**config.mk**
```make
export PLATFORM = sky130hd
export DESIGN_NAME = expr_arbiter
export DESIGN_NICKNAME = d
export VERILOG_FILES = /design/src/rtl/expr_pkg.sv /design/src/rtl/expr_check.sv /design/src/rtl/expr_arbiter.sv
export SDC_FILE = /design/constraint.sdc
export NUM_CORES = 1
export LEC_CHECK = 0
export ABC_AREA = 1
export CORE_MARGIN = 1
export CORE_UTILIZATION = 45
export DETAILED_ROUTE_END_ITERATION = 7
export GPL_ROUTABILITY_DRIVEN = 0
export HOLD_SLACK_MARGIN = 0.03
export PLACE_DENSITY = 0.74
export SLEW_MARGIN = 20
export SYNTH_ARGS = -nofsm -noshare
export SYNTH_HDL_FRONTEND = slang
export SYNTH_HIERARCHICAL = 1
export SYNTH_SLANG_ARGS = --single-unit
```
**constraint.sdc**
```tcl
create_clock -name clk -period 1.9 [get_ports clk]
set_input_delay 0.285 -clock clk [delete_from_list [all_inputs] [get_ports clk]]
set_output_delay 0.285 -clock clk [all_outputs]
set_load 0.05 [all_outputs]
```
**src/rtl/expr_pkg.sv**
```systemverilog
// Shared types for the expression arbiter: top FSM states, validator states,
// character classes and the byte classifier.
package expr_pkg;

    localparam logic [7:0] TERM_DEFAULT = 8'h3B;

    typedef enum logic [1:0] {
        IDLE,
        FEED,
        REPORT
    } arb_state_t;

    typedef enum logic [1:0] {
        EMPTY,
        NUM,
        OP,
        BAD
    } chk_state_t;

    typedef enum logic [1:0] {
        CLS_DIGIT,
        CLS_OP,
        CLS_OTHER,
        CLS_TERM
    } char_class_t;

    // The terminator is tested first so it always wins over the other classes.
    function automatic char_class_t classify(input logic [7:0] ch, input logic [7:0] term);
        char_class_t cls;
        if (ch == term) begin
            cls = CLS_TERM;
        end else if (ch >= 8'h30 && ch <= 8'h39) begin
            cls = CLS_DIGIT;
        end else if (ch == 8'h2B || ch == 8'h2A) begin
            cls = CLS_OP;
        end else begin
            cls = CLS_OTHER;
        end
        return cls;
    endfunction

endpackage

```
**src/rtl/expr_check.sv**
```systemverilog
// Expression validator FSM plus saturating character counter.
// Optional feature macro: EXPR_MULTIDIGIT_EN (multi-digit operands accepted).
//
// state | meaning
// EMPTY | nothing accepted yet in this frame
// NUM   | last character completed an operand
// OP    | last character was an operator, operand expected next
// BAD   | frame is malformed or too long; sticky until cleared
module expr_check
    import expr_pkg::*;
#(
    parameter int unsigned MAXLEN = 15,
    localparam int unsigned LW = $clog2(MAXLEN + 2)
)(
    input  logic          clk,
    input  logic          clr,
    input  logic          clear,
    input  logic          step,
    input  char_class_t   char_class,
    output chk_state_t    state,
    output logic [LW-1:0] length
);

    localparam logic [LW-1:0] LEN_SAT = LW'(MAXLEN + 1);

    chk_state_t    state_nxt;
    logic [LW-1:0] length_nxt;

    // Next validator state and length for one accepted non-terminator byte.
    always_comb begin
        length_nxt = (length == LEN_SAT) ? length : length + LW'(1);
        state_nxt  = state;
        case (state)
            EMPTY: state_nxt = (char_class == CLS_DIGIT) ? NUM : BAD;
            NUM: begin
                if (char_class == CLS_OP) begin
                    state_nxt = OP;
`ifdef EXPR_MULTIDIGIT_EN
                end else if (char_class == CLS_DIGIT) begin
                    state_nxt = NUM;
`endif
                end else begin
                    state_nxt = BAD;
                end
            end
            OP:      state_nxt = (char_class == CLS_DIGIT) ? NUM : BAD;
            default: state_nxt = BAD;
        endcase
        // An over-long frame can never be valid, whatever its content.
        if (length_nxt == LEN_SAT) begin
            state_nxt = BAD;
        end
    end

    // Validator and counter registers; cleared at the start of every grant.
    always_ff @(posedge clk or negedge clr) begin
        if (!clr) begin
            state  <= EMPTY;
            length <= '0;
        end else if (clear) begin
            state  <= EMPTY;
            length <= '0;
        end else if (step) begin
            state  <= state_nxt;
            length <= length_nxt;
        end
    end

endmodule

```
**src/rtl/expr_arbiter.sv**
```systemverilog
// Round-robin sharing of one expression validator between two byte-stream
// requesters. A grant lasts for a whole frame; the verdict is a one-cycle
// strobe tagged with the requester ID.
// Optional feature macro: EXPR_MULTIDIGIT_EN (handled inside expr_check).
//
// state  | meaning
// IDLE   | no frame in progress, waiting for any requester
// FEED   | granted requester streams bytes into the validator
// REPORT | verdict strobe, last-served pointer updated
module expr_arbiter
    import expr_pkg::*;
#(
    parameter int unsigned MAXLEN = 15,
    parameter logic [7:0]  TERM   = TERM_DEFAULT,
    localparam int unsigned LW    = $clog2(MAXLEN + 2)
)(
    input  logic          clk,
    input  logic          clr,
    input  logic          req0_valid,
    input  logic [7:0]    req0_data,
    output logic          req0_ready,
    input  logic          req1_valid,
    input  logic [7:0]    req1_data,
    output logic          req1_ready,
    output logic          res_valid,
    output logic          res_id,
    output logic          res_ok,
    output logic [LW-1:0] res_len
);

    arb_state_t    state;
    arb_state_t    state_nxt;
    logic          grant;
    logic          grant_nxt;
    logic          last;
    logic          last_nxt;

    logic          sel_valid;
    logic [7:0]    sel_data;
    char_class_t   sel_class;

    logic          clear;
    logic          step;
    logic          term_accept;

    chk_state_t    chk_state;
    logic [LW-1:0] chk_len;

    // Route the granted requester's byte to the classifier.
    always_comb begin
        sel_valid = grant ? req1_valid : req0_valid;
        sel_data  = grant ? req1_data  : req0_data;
        sel_class = classify(sel_data, TERM);
    end

    // Arbiter next state, grant decision and handshake outputs.
    always_comb begin
        state_nxt   = state;
        grant_nxt   = grant;
        last_nxt    = last;
        clear       = 1'b0;
        step        = 1'b0;
        term_accept = 1'b0;
        req0_ready  = 1'b0;
        req1_ready  = 1'b0;
        case (state)
            IDLE: begin
                if (req0_valid || req1_valid) begin
                    clear     = 1'b1;
                    state_nxt = FEED;
                    if (req0_valid && req1_valid) begin
                        grant_nxt = ~last;
                    end else begin
                        grant_nxt = req1_valid;
                    end
                end
            end
            FEED: begin
                req0_ready = ~grant;
                req1_ready = grant;
                if (sel_valid) begin
                    if (sel_class == CLS_TERM) begin
                        term_accept = 1'b1;
                        state_nxt   = REPORT;
                    end else begin
                        step = 1'b1;
                    end
                end
            end
            REPORT: begin
                last_nxt  = grant;
                state_nxt = IDLE;
            end
            default: state_nxt = IDLE;
        endcase
    end

    // Arbiter state, current grant and last-served pointer.
    always_ff @(posedge clk or negedge clr) begin
        if (!clr) begin
            state <= IDLE;
            grant <= 1'b0;
            last  <= 1'b1;
        end else begin
            state <= state_nxt;
            grant <= grant_nxt;
            last  <= last_nxt;
        end
    end

    // Verdict registers: strobe pulses once, payload holds until the next frame ends.
    always_ff @(posedge clk or negedge clr) begin
        if (!clr) begin
            res_valid <= 1'b0;
            res_id    <= 1'b0;
            res_ok    <= 1'b0;
            res_len   <= '0;
        end else begin
            res_valid <= term_accept;
            if (term_accept) begin
                res_id  <= grant;
                res_ok  <= (chk_state == NUM);
                res_len <= chk_len;
            end
        end
    end

    expr_check #(
        .MAXLEN(MAXLEN)
    ) u_check (
        .clk       (clk),
        .clr       (clr),
        .clear     (clear),
        .step      (step),
        .char_class(sel_class),
        .state     (chk_state),
        .length    (chk_len)
    );

endmodule

```
==> results of run 1 <==
## state kept, by name, summed over array words and instances, names as in the netlist
name            count
res_len             5
u_check/state       2
res_ok              1
res_id              1
grant               1
u_check/length      5
state               2
res_valid           1
last                1
## metrics by stage
| stage | setup slack, ns | utilization | instances | hold slack [ns] |
|---|---|---|---|---|
| floorplan | 0.2637 | - | 175 | -0.01059 |
| global placement | 0.06799 | 0.6471 | 243 | 0.4420 |
| detailed placement | 0.01050 | 0.6471 | 243 | 0.4528 |
| CTS | 0.1185 | 0.6582 | 247 | 0.3160 |
| global route | 0.001048 | 0.6582 | 247 | 0.3436 |
| finish | 0.1279 | 0.6582 | 247 | 0.3057 |
## kinds of logic after synthesis
logic type | share of synthesized area
AOI/OAI and AO/OA | 0.06743
xor gates and xnor gates | 0.007263
DFF | 0.3952
adders and majority gates | 0.02074
and+or+nand+nor | 0.4139
buffers and inverters | 0.09544
## Yosys cell counts, drive strengths merged
cell / instances
inv: 26
ha: 2
a31oi: 1
dfstp: 1
xor2: 1
clkinv: 1
dfrtp: 18
o21ai: 11
nor2: 22
nor3: 1
a21oi: 4
buf: 1
nand3: 8
nand3b: 1
and3: 1
nand4: 3
nand2: 73
## power breakdown
part / internal (mW) / switching (mW) / total (mW)
clock: 0.0784 / 0.129 / 0.207
sequential: 0.508 / 0.109 / 0.617
combinational: 0.488 / 0.743 / 1.23
## final timing paths
check / to / slack [ns]
min: grant / 0.31
min in group clk: last / 0.47
max in group asynchronous: res_len[1] / 1.07
min reg2reg: last / 0.47
max: res_ok / 0.13
max reg2reg: u_check/state[0] / 0.20
## cell usage in the layout, fill, tap and decap left out, drive strengths merged
| cell | netlist | routed |
|---|---|---|
| a21oi | 4 | 4 |
| inv | 26 | 26 |
| ha | 2 | 2 |
| nand3 | 8 | 8 |
| clkdlybuf4s50 | 0 | 27 |
| buf | 1 | 12 |
| nor3 | 1 | 1 |
| clkbuf | 0 | 3 |
| a31oi | 1 | 1 |
| nand4 | 3 | 3 |
| xor2 | 1 | 1 |
| dfrtp | 18 | 18 |
| nand2 | 73 | 73 |
| dfstp | 1 | 1 |
| o21ai | 11 | 11 |
| clkinv | 1 | 2 |
| nand3b | 1 | 1 |
| and3 | 1 | 1 |
| nor2 | 22 | 22 |
## layout make-up
class	count	area [um^2]	area share
timing repair buffer	39	385.4	0.2342
tap	30	37.54	0.02281
clock inverter	1	5.005	0.003042
multi-input combinational	128	614.3	0.3734
inverter	27	103.9	0.06312
clock buffer	3	22.52	0.01369
sequential	19	476.7	0.2897
## metal layers
layer | track usage | vias to the layer above
li1 | - | 622
met5 | 0 | -
met2 | 0.3457 | 20
met1 | 0.2705 | 521
met3 | 0.05085 | 0
met4 | 0.008772 | 0
==> results.toml, run 1 <==
[grt]
grt_pass1_wl_um = 4340
grt.overflow.total = 0
grt_usage = 0.2031
antenna_found_initial = 0
grt_pass1_vias = 1059
grt_start_max_net_pins = 12

[synth]
yosysWarnings = 6
synth.largest_area_cell = "dfrtp_1"
yosysTopAreaCellShare = 0.3734
synth_cell_types = 26
synthCells = 175
syn-num-nets = 197
synth.avg_cell_area_um2 = 6.892
ys_seq_area_frac = 0.3952
synthTopCellsByArea = "dfrtp_1 (37%), nand2_1 (22%), inv_1 (6.5%), nor2_1 (5.0%), nor2_4 (2.8%)"
ys_ff_latch = 19
synthesis.area_um2 = 1206

[worst_setup_path]
reg2reg_from = "grant"
worstPathCellList = "clkdlybuf4s50_1"
cpPeakStageDelay_ns = 0.82
worst-path-buf-inv = 1
critPathCaptureType = "output pin"
worstSetupPathType = "flop to output pin"
crit_family = "buffers and inverters"
cp-start-kind = "flop"
cp.depth = 1
cp_max_fo = 2
ff2ff_path_depth = 13
cp.arrival_ns = 1.49
slowest_stage = "clkdlybuf4s50_1"
required_ns = 1.62
cp-startpoint = "res_ok"

[final_layout]
layout-drive-gt1-share = 0.1567
fin_area_um2 = 1645
diodes = 0
fillers = 209
nets = 240
area_growth_pct = 36.41

[timing]
rsz0062_at_grt = "no"
final_max_slew_viol_count = 0
fin_crit_sh = 0.9327
worstMarginPinSlew_ns = 0.5041
fin_tns_setup_ns = 0
skew_ns = 0.008219
timing_hold_violations_final = 0
final.min_clock_period_ns = 1.772
clock.fmax_ghz = 0.5643
setup_viol = 0
relSlewSlack = 0.6629

[clocking]
root_buffer = "clkbuf_4"
numCtsBuffers = 3
cts_tree = "done"
clock_latency_ns = 0.30
clock_sinks = 19
cts_setup_buffers = 0
cts.repair.resized = 0
cts_hold_buf = 0
clock_path_buffers = 2
cts.htree.levels = 1
clk_pin_slew_ns = 0.11

[drt]
top_layer = "met3"
drtIter0Drc = 14
route.layer.met1.wl_um = 1302
antenna_left = 0
drc = 0
post_drt_wl_per_cell_um = 10.49
wl_met2_um = 1193
via_count = 1163
drt-pass1-iter-count = 4
routed_wl_um = 2590
viasPerCell = 4.709
dr_wl_met3_um = 94

[floorplan]
core-area_um2 = 2500
dieArea_um2 = 2891
die_h_um = 53.77
num_rows = 18
floorplan.initialDensity = 0.4825
top_level_ports = 30
dieWidth_um = 53.77

[min_path]
hp-class = "input port to async pin"

[power_and_ir_drop]
finalPower_mw = 2.055
p_per_area_nw_per_um2 = 1249
ir_drop_uv = 1138
p_leak_nw = 0.8562

[placement]
place_area_um2 = 1618
dp_hpwl_um = 2045
portBuffers = 29

[run]
maxCapViolations = 0

[run_status]
status = "finished clean"
Power figures use the tool's default switching activity.
==> run 2, diff against run 1 <==
==> constraint.sdc (replaced) <==
create_clock -name clk -period 2 [get_ports clk]
set_input_delay 0.3 -clock clk [delete_from_list [all_inputs] [get_ports clk]]
set_output_delay 0.3 -clock clk [all_outputs]
set_load 0.005 [all_outputs]
==> results.toml, run 2 (synthesis gave the netlist of run 1 again) <==
[clocking]
clk_pin_slew_ns = 0.11
root_buffer = "clkbuf_4"
clock_path_buffers = 2
cts.htree.levels = 1
numCtsBuffers = 3
cts_setup_buffers = 0
clock_latency_ns = 0.29
cts_hold_buf = 0
cts_tree = "done"
clock_sinks = 19

[placement]
preCtsSetupSlack_ns = -0.009679
portBuffers = 29
dp_hpwl_um = 2064
place_area_um2 = 1553
dp_cells = 237

[power_and_ir_drop]
pwr-share-comb = 0.525
p_int_mw = 0.9178
clkPwrFrac = 0.114
pwr-share-seq = 0.360
p_leak_nw = 0.8143
ir_drop_uv = 819.5
p_per_area_nw_per_um2 = 1059
p_sw_mw = 0.7575
p_sw_frac = 0.4522
finalPower_mw = 1.675

[floorplan]
top_level_ports = 30
dieArea_um2 = 2891
floorplan.initialDensity = 0.4825
core-area_um2 = 2500
die_h_um = 53.77
num_rows = 18
dieWidth_um = 53.77

[drt]
drc = 0
viasPerCell = 4.805
via_count = 1158
drt-pass1-iter-count = 4
drtIter0Drc = 24
post_drt_wl_per_cell_um = 10.55
routed_wl_um = 2543
antenna_left = 0

[worst_setup_path]
cp.arrival_ns = 1.59
cp-startpoint = "state[1]"
required_ns = 1.70
cp_max_fo = 4
reg2reg_from = "grant"
worstSetupPathType = "flop to output pin"
cp-start-kind = "flop"
critPathCaptureType = "output pin"

[grt]
grt.overflow.total = 0
grt_usage = 0.2090
antenna_found_initial = 0
grt_start_max_net_pins = 20
grt_pass1_vias = 1063
grt_pass1_wl_um = 4409

[timing]
clock.fmax_ghz = 0.5298
timing_hold_violations_final = 0
skew_ns = 0.005224
finalWorstSetupSlack_ns = 0.1127
fin_tns_setup_ns = 0
setup_viol = 0
hold_ws_ns = 0.3251
final_max_slew_viol_count = 0
final.min_clock_period_ns = 1.887
relSlewSlack = 0.7259
rsz0062_at_grt = "no"
fin_crit_sh = 0.9437
worstMarginPinSlew_ns = 0.4096

[min_path]
hp-class = "input port to async pin"

[run]
maxCapViolations = 0

[final_layout]
area_growth_pct = 31.12
layout_common_cells = "nand2_1 (70), clkdlybuf4s50_1 (29), inv_1 (21)"
fin_area_um2 = 1582
nets = 234
fin_cells = 241
layout-drive-gt1-share = 0.1280
diodes = 0
final_util = 0.6326
reg.largest.list = "res_len (5), u_check/length (5)"
final_common_cell = "nand2_1"

[run_status]
status = "finished clean"
## run 2: power by group through the flow
stage	logic (mW)	registers [mW]	clock network (mW)
after floorplan	0.631	0.574	0
after CTS	0.881	0.603	0.200
after global placement	0.845	0.603	0
final	0.880	0.604	0.192
after global routing	1.00	0.625	0.211
after detailed placement	0.877	0.609	0
## run 2: worst paths after layout
kind	endpoint	slack (ns)	cells past startpoint
max	req0_ready	0.11	4
min	grant	0.33	2
max reg2reg	u_check/state[0]	0.25	10
min reg2reg	last	0.47	1
max in group asynchronous	last	1.41	2
min in group clk	last	0.47	1
## run 2: timing repair
| item | 4_1_cts | 5_1_grt |
|---|---|---|
| setup endpoints to repair | 1 | 5 |
| cloned | 0 | 0 |
| resized for setup | 1 | 2 |
## run 2: critical path, stage by stage (launching register included)
cell             delay, ns
dfrtp_1               0.41
inv_1                 0.07
nand2_1               0.10
nor2_1                0.17
clkdlybuf4s50_1       0.53
## run 2: metal layers
metal,global-route usage,wire [um]
met1,0.2600,1187
met2,0.3642,1259
met3,0.05367,97
met4,0.03509,0
met5,0,0
## run 2: area by class of cell
class / instances / area [um^2]
Clock buffer: 4 / 26.28
Fill cell: 231 / 918.4
Inverter: 27 / 105.1
Multi-Input combinational cell: 128 / 614.3
Sequential cell: 19 / 478.0
Tap cell: 30 / 37.54
Timing Repair Buffer: 33 / 320.3
==> run 3, diff against run 2 <==
Settings changed: REMOVE_ABC_BUFFERS from default to 1.
==> results.toml, run 3 (synthesis gave the netlist of run 1 again) <==
[power_and_ir_drop]
pwr-share-comb = 0.536
p_sw_frac = 0.4570
p_leak_nw = 0.8164
pwr-share-seq = 0.349
p_int_mw = 0.9115
clkPwrFrac = 0.115
p_sw_mw = 0.7672
p_per_area_nw_per_um2 = 1062
ir_drop_uv = 863.4

[final_layout]
area_growth_pct = 31.02
final_util = 0.6321
fillers = 228
reg.largest.list = "res_len (5), u_check/length (5)"
layout_common_cells = "nand2_1 (70), clkdlybuf4s50_1 (29), inv_1 (21)"
final_common_cell = "nand2_1"
layout-drive-gt1-share = 0.1232
nets = 234
diodes = 0
fin_area_um2 = 1580

[worst_setup_path]
crit_family = "buffers and inverters"
worst-path-buf-inv = 2
worstPathCellList = "inv_1 > nand2_1 > nor2_1 > clkdlybuf4s50_1"
ff2ff_path_depth = 11
slowest_stage = "clkdlybuf4s50_1"
reg2reg_slack_ns = 0.30
endpoint = "req0_ready"
cp.arrival_ns = 1.58
cp.depth = 4
cpPeakStageDelay_ns = 0.52
critPathCaptureType = "output pin"
cp-startpoint = "state[1]"
cp-start-kind = "flop"
reg2reg_from = "grant"
worstSetupPathType = "flop to output pin"
cp_max_fo = 4
required_ns = 1.70
r2r_end = "u_check/length[3]"

[clocking]
root_buffer = "clkbuf_4"
clock_sinks = 19
clock_latency_ns = 0.30
cts.repair.resized = 0
cts_hold_buf = 0
clk_pin_slew_ns = 0.11
cts.htree.levels = 1
numCtsBuffers = 3
cts_setup_buffers = 0
clock_path_buffers = 2
cts_tree = "done"

[grt]
top_usage_layer = "met2"
antenna_found_initial = 0
use_met1 = 0.2434
grt_start_max_net_pins = 20
grt_pass1_wl_um = 4250
grt.overflow.total = 0
grt_pass1_vias = 1039
grt_usage = 0.2039
met2_usage = 0.3580
grt_util_met3 = 0.05367

[timing]
skew_ns = 0.008642
clock.fmax_ghz = 0.5316
finalWorstSetupSlack_ns = 0.1189
rsz0062_at_grt = "no"
relSlewSlack = 0.7517
worstMarginPinSlew_ns = 0.3685
setup_viol = 0
fin_crit_sh = 0.9405
fin_tns_setup_ns = 0
timing_hold_violations_final = 0
hold_ws_ns = 0.3223
final.min_clock_period_ns = 1.881
final_max_slew_viol_count = 0

[floorplan]
core-area_um2 = 2500
num_rows = 18
dieArea_um2 = 2891
die_h_um = 53.77
top_level_ports = 30
dieWidth_um = 53.77
floorplan.initialDensity = 0.4825

[placement]
place_area_um2 = 1553
portBuffers = 29
preCtsSetupSlack_ns = 0.04364
dp_hpwl_um = 2119

[run_status]
status = "finished clean"

[drt]
routed_wl_um = 2646
drt-pass1-iter-count = 5
via_count = 1202
post_drt_wl_per_cell_um = 10.98
drc = 0
antenna_left = 0
viasPerCell = 4.988
drtIter0Drc = 31

[run]
maxCapViolations = 0

[min_path]
hp-class = "input port to async pin"
-- run 3: final cells by class --
cell class,instances,area [um^2],share of cell area
multi-input cells,128,614.3,0.3888
flip-flops and latches,19,476.7,0.3017
repair buffers,33,320.3,0.2027
inverters,27,103.9,0.06572
well taps,30,37.54,0.02375
clock buffers,3,22.52,0.01425
clock inverters,1,5.005,0.003167
-- run 3: power groups by stage --
stage               sequential (mW)  combinational [mW]  clock, mW
finish                        0.586               0.899      0.193
global route                  0.604                1.01      0.211
CTS                           0.586               0.899      0.198
detailed placement            0.593               0.894          0
global placement              0.591               0.865          0
floorplan                     0.588               0.594          0
-- run 3: worst min path at each step --
stage,to
after floorplan,grant
after global placement,last
after detailed placement,last
after CTS,grant
after global routing,grant
final,grant
-- run 3: per-stage QoR --
step	instances	power [mW]
floorplan	174	1.182
global route	241	1.824
CTS	241	1.684
global placement	237	1.455
detailed placement	237	1.488
finish	241	1.679
-- run 3: layer usage --
metal	vias to the layer above	share of wire
li1	609	-
met1	555	0.45
met2	32	0.50
met3	6	0.042
met4	0	0.011
met5	-	0
